File: src/rtl/frame_animator.sv
// Display-compositing stage: passes game frames through to the LED driver, or plays a
// death-flash / win-sweep animation. Optional macro FRAME_ANIMATOR_DEATH_ROW_EN lights the collision row.
//
// state | meaning
// PLAY  | registered pass-through of cars (red) and frog (green)
// DEATH | flash snapshot on even phases, blank on odd phases, busy high
// WIN   | sweep a full green row from 0 to 15, one row per tick, busy high
module frame_animator #(
   parameter int TICKS_PER_PHASE = 25,
   parameter int FLASH_COUNT     = 3
) (
   input  logic               clock,
   input  logic               reset,
   input  logic               tick,
   input  logic [15:0][15:0]  cars,
   input  logic [15:0][15:0]  frog,
   input  logic               win,
   input  logic               lose,
   output logic [15:0][15:0]  red_out,
   output logic [15:0][15:0]  grn_out,
   output logic               busy
);

   localparam int PHASES = 2 * FLASH_COUNT;

   typedef enum logic [1:0] {PLAY, DEATH, WIN} state_t;

   state_t            state, state_nx;
   logic [7:0]        tick_cnt, tick_cnt_nx;
   logic [4:0]        phase_cnt, phase_nx, phase_inc;
   logic [3:0]        sweep_row, sweep_nx;
   logic [15:0][15:0] snapshot, snap_nx;
   logic [15:0][15:0] red_nx, grn_nx;
   logic [15:0][15:0] on_cur, on_entry;
   logic              busy_nx;

   assign phase_inc = phase_cnt + 5'd1;

`ifdef FRAME_ANIMATOR_DEATH_ROW_EN
   logic [3:0] death_row, frog_row;

   always_comb begin
      frog_row = 4'd0;
      for (int i = 0; i < 16; i++)
         if (|frog[i]) frog_row = 4'(i);
   end

   always_comb begin
      on_cur              = snapshot;
      on_cur[death_row]   = '1;
      on_entry            = cars | frog;
      on_entry[frog_row]  = '1;
   end

   always_ff @(posedge clock or posedge reset) begin
      if (reset)
         death_row <= 4'd0;
      else if (state == PLAY && lose)
         death_row <= frog_row;
   end
`else
   always_comb begin
      on_cur   = snapshot;
      on_entry = cars | frog;
   end
`endif

   always_ff @(posedge clock or posedge reset) begin
      if (reset) begin
         state     <= PLAY;
         tick_cnt  <= 8'd0;
         phase_cnt <= 5'd0;
         sweep_row <= 4'd0;
         snapshot  <= '0;
         red_out   <= '0;
         grn_out   <= '0;
         busy      <= 1'b0;
      end else begin
         state     <= state_nx;
         tick_cnt  <= tick_cnt_nx;
         phase_cnt <= phase_nx;
         sweep_row <= sweep_nx;
         snapshot  <= snap_nx;
         red_out   <= red_nx;
         grn_out   <= grn_nx;
         busy      <= busy_nx;
      end
   end

   always_comb begin
      state_nx    = state;
      tick_cnt_nx = tick_cnt;
      phase_nx    = phase_cnt;
      sweep_nx    = sweep_row;
      snap_nx     = snapshot;
      red_nx      = red_out;
      grn_nx      = grn_out;
      busy_nx     = busy;
      case (state)
         PLAY: begin
            red_nx  = cars;
            grn_nx  = frog;
            busy_nx = 1'b0;
            if (lose) begin
               state_nx    = DEATH;
               busy_nx     = 1'b1;
               tick_cnt_nx = 8'd0;
               phase_nx    = 5'd0;
               snap_nx     = cars | frog;
               red_nx      = on_entry;
               grn_nx      = '0;
            end else if (win) begin
               state_nx    = WIN;
               busy_nx     = 1'b1;
               tick_cnt_nx = 8'd0;
               phase_nx    = 5'd0;
               sweep_nx    = 4'd0;
               red_nx      = '0;
               grn_nx      = '0;
               grn_nx[0]   = '1;
            end
         end
         DEATH: begin
            if (tick) begin
               if (tick_cnt == 8'(TICKS_PER_PHASE - 1)) begin
                  tick_cnt_nx = 8'd0;
                  if (phase_inc == 5'(PHASES)) begin
                     state_nx = PLAY;
                     phase_nx = 5'd0;
                     busy_nx  = 1'b0;
                     red_nx   = cars;
                     grn_nx   = frog;
                  end else begin
                     phase_nx = phase_inc;
                     red_nx   = phase_inc[0] ? '0 : on_cur;
                     grn_nx   = '0;
                  end
               end else begin
                  tick_cnt_nx = tick_cnt + 8'd1;
               end
            end
         end
         WIN: begin
            if (tick) begin
               if (sweep_row == 4'd15) begin
                  state_nx = PLAY;
                  sweep_nx = 4'd0;
                  busy_nx  = 1'b0;
                  red_nx   = cars;
                  grn_nx   = frog;
               end else begin
                  sweep_nx             = sweep_row + 4'd1;
                  red_nx               = '0;
                  grn_nx               = '0;
                  grn_nx[sweep_nx]     = '1;
               end
            end
         end
         default: state_nx = PLAY;
      endcase
   end

endmodule
File: config.mk
export PLATFORM = sky130hd
export DESIGN_NAME = frame_animator
export DESIGN_NICKNAME = d
export VERILOG_FILES = /design/src/rtl/frame_animator.sv
export SDC_FILE = /design/constraint.sdc
export NUM_CORES = 2
export LEC_CHECK = 0
export ABC_CLOCK_PERIOD_IN_PS = 56800
export CORE_AREA = 2 2 401 403
export DETAILED_ROUTE_END_ITERATION = 12
export DIE_AREA = 0 0 403 405
export DONT_BUFFER_PORTS = 1
export PLACE_DENSITY = 0.42
export SKIP_LAST_GASP = 1
export SLEW_MARGIN = 15
export SYNTH_ARGS = -nofsm -noshare
export SYNTH_HDL_FRONTEND = slang
export SYNTH_SLANG_ARGS = --single-unit
File: constraint.sdc
create_clock -name clock -period 56.8 [get_ports clock]
set_input_delay 2.84 -clock clock [delete_from_list [all_inputs] [get_ports clock]]
set_output_delay 2.84 -clock clock [all_outputs]
set_load 0.005 [all_outputs]
==> impl_metrics.csv <==
group,metric,value,unit
run_status,status,"finished clean",
finish,drive_gt1_share,7.16,%
floorplan,chipWidth,403,um
worst_setup_path,required,57.38,ns
finish,final_nets,4705,
finish,final_area,44600,um2
sta,skew,0.0434,ns
cts,h-tree-depth,3,
sta,min_period,6.32,ns
floorplan,placementRows,147,
global_routing,grt-ovfl-total,0,
synthesis,synth_fp_nets,4991,
worst_setup_path,max_stage_delay,0.83,ns
cts,path_clk_slew,0.06,ns
finish,area_growth,13.0,%
sta,fin_setup_tns,0,ns
cts,post_cts_buffers,0,
cts,post_cts_resized,0,
hold_path,holdCritPathClass,"flop to flop",
synthesis,yosys_warnings,0,
synthesis,synth-edff-count,0,
sta,slew_headroom,20.8,%
floorplan,die_height,405,um
cts,clockBufferDepth,3,
worst_setup_path,crit_top_cell,"buf_4",
worst_setup_path,critPathArrivalTime,6.90,ns
synthesis,avgSynthCellArea,8.84,um2
worst_setup_path,worstReg2RegStart,"state[1]$_DFFE_PP0P_",
synthesis,syn_inst,4461,
sta,setup_viol,0,
synthesis,ys_ff_latch,788,
drt,drt_wl_total,183000,um
worst_setup_path,endpoint_kind,"flop",
drt,drtPass1Iterations,5,
cts,holdBufCountCts,0,
worst_setup_path,cp-start-kind,"primary input",
cts,cts_tree,"built",
worst_setup_path,reg2reg_to,"red_out[227]$_DFFE_PP0P_",
drt,num_vias,36200,
drt,routedWlPerCell,28.8,um
worst_setup_path,cp_cell_sequence,"nand2b_1 > a32oi_1 > or2_4 > buf_4 > buf_4 > buf_4 > nor4_1 > a221o_1",
floorplan,die_area,163000,um2
global_routing,antenna_found_initial,9,
worst_setup_path,cp_max_fo,80,
synthesis,syn-cell-area,39400,um2
flow_run,maxCapViolCount,0,
worst_setup_path,r2r_slack,51.36,ns
finish,fill_cells,16800,
sta,fmax,158,MHz
sta,tightestPinTransition,1.19,ns
worst_setup_path,critical_path.startpoint,"tick",
power,p_leak,18.0,nW
floorplan,start_util,24.8,%
drt,dr.first_iter.drc_count,3319,
power,vdd_ir_drop_max,0.0276,mV
floorplan,core_area,159000,um2
global_routing,grt_max_degree,265,
power,p_per_area,56.8,nW/um2
sta,hold_viol_final,0,
synthesis,yosysSeqAreaShare,50.0,%
drt,drc_errors,0,
worst_setup_path,worstSetupEndpoint,"red_out[227]$_DFFE_PP0P_",
worst_setup_path,path_depth,8,
worst_setup_path,path_class,"primary input to flop",
drt,viasPerCell,5.69,
global_routing,grtUsageTotal,21.5,%
floorplan,io_pins,1030,
cts,cts.sink_count,788,
sta,drv_slew,0,
synthesis,synth.distinct_cells,68,
placed_design,hpwlAfterDp,117000,um
synthesis,async_flop_share,100,%
global_routing,grt_pass1_vias,34600,
sta,hold_slack,0.502,ns
global_routing,grt_pass1_wl,264000,um
drt,antenna_left,0,
placed_design,placed_cell_area,41000,um2
worst_setup_path,cp_slowest_cell,"buf_4",
worst_setup_path,path_buf_inv,3,
cts,numCtsBuffers,98,
cts,root_buffer,"clkbuf_16",
sta,rsz0062_at_grt,"no",
cts,worst_skew_pair.late_latency,0.73,ns
synthesis,ys.flop_type,"dfrtp_1",
sta,period_share,11.1,%
placed_design,io_buffers,0,
worst_setup_path,crit_family,"buffers and inverters",
worst_setup_path,r2r_cells,10,
placed_design,place.gp.congestion,0.830,
worst min path at each step:
stage          depth (start not counted)                       end  slack (ns)                     start
6_report                               2  grn_out[124]$_DFFE_PP0P_        0.50  grn_out[124]$_DFFE_PP0P_
3_3_place_gp                           2  grn_out[109]$_DFFE_PP0P_        0.49  grn_out[109]$_DFFE_PP0P_
2_1_floorplan                          2  grn_out[100]$_DFFE_PP0P_        0.47  grn_out[100]$_DFFE_PP0P_
3_5_place_dp                           2  grn_out[119]$_DFFE_PP0P_        0.50  grn_out[119]$_DFFE_PP0P_
4_1_cts                                2  grn_out[119]$_DFFE_PP0P_        0.51  grn_out[119]$_DFFE_PP0P_
5_1_grt                                2   on_cur[125]$_DFFE_PP0P_        0.54   on_cur[125]$_DFFE_PP0P_
layer usage:
layer,vias up,GRT usage [%],routed length (um),part of all wire (%)
li1,16000,-,-,-
met1,18300,27.1,73100,40
met2,1603,34.7,87400,48
met3,265,6.06,15900,8.7
met4,0,8.47,6780,3.7
met5,-,0,0,0
synthesized netlist by cell type (12+ instances only):
cell | count | area (um2)
buf_2 | 70 | 350
inv_1 | 12 | 45.0
nor2_1 | 603 | 2260
ha_1 | 13 | 163
o21ai_0 | 99 | 495
nand3_1 | 781 | 3910
a221o_1 | 415 | 4150
o221a_2 | 17 | 191
nand2_1 | 366 | 1370
buf_1 | 32 | 120
a21oi_1 | 523 | 2620
clkbuf_1 | 343 | 1290
nor4_1 | 254 | 1590
dfrtp_1 | 788 | 19700
power by group:
part / internal, mW / switching (mW) / total [mW]
logic: 0.285 / 0.555 / 0.840
clock network: 0.422 / 0.278 / 0.700
registers: 0.780 / 0.212 / 0.992
final cells by class:
type	count	area, um2	area share (%)
Multi-Input combinational cell	3205	18000	40.4
Inverter	12	60.1	0.135
Sequential cell	788	19700	44.2
Clock inverter	42	649	1.46
Tap cell	2086	2610	5.85
Clock buffer	144	2960	6.63
Antenna cell	9	22.5	0.0505
Timing Repair Buffer	70	563	1.26
kinds of logic after synthesis:
logic type,synth area share (%)
AO/OA/AOI/OAI,20.4
buffers and inverters,4.78
AND/OR/NAND/NOR,24.2
multiplexers,0.0254
adder cells (fa/ha/maj),0.412
XOR/XNOR,0.133
flip-flops,50.0
worst min-delay path: cells and delay by family (launching register included):
kind | cells | cell delay, ns
flops | 1 | 0.36
simple gates | 1 | 0.05
compound gates | 1 | 0.06
registers in the layout, indices dropped and copies added (netlist names):
name and count:
sweep_row 4, on_cur 256, red_out 256, phase_cnt 5, tick_cnt 8, state 2, busy 1, grn_out 256
stage by stage:
stage / setup slack (ns) / instances / utilization (%) / total power [mW]
after floorplan: 31.83 / 4461 / - / 1.54
after global placement: 49.84 / 6161 / 25.7 / 1.83
after detailed placement: 49.75 / 6161 / 25.7 / 1.84
after CTS: 50.55 / 6347 / 28.0 / 2.55
after global routing: 50.20 / 6355 / 28.0 / 2.68
final: 50.48 / 6356 / 28.0 / 2.53
cell usage in the layout, fill, tap and decap left out, types with 9 or more instances in the layout:
cell type and n:
clkbuf_1 15, clkinv_2 18, nor4_1 254, nand3_1 781, a21oi_1 519, clkbuf_8 29
inv_1 10, buf_4 67, dfrtp_1 788, o21ai_0 94, o221a_2 17, ha_1 11
clkbuf_16 100, diode_2 9, nor2_1 602, a221o_1 415, bufinv_16 13, nand2_1 366
(Power assumes the default switching activity.)
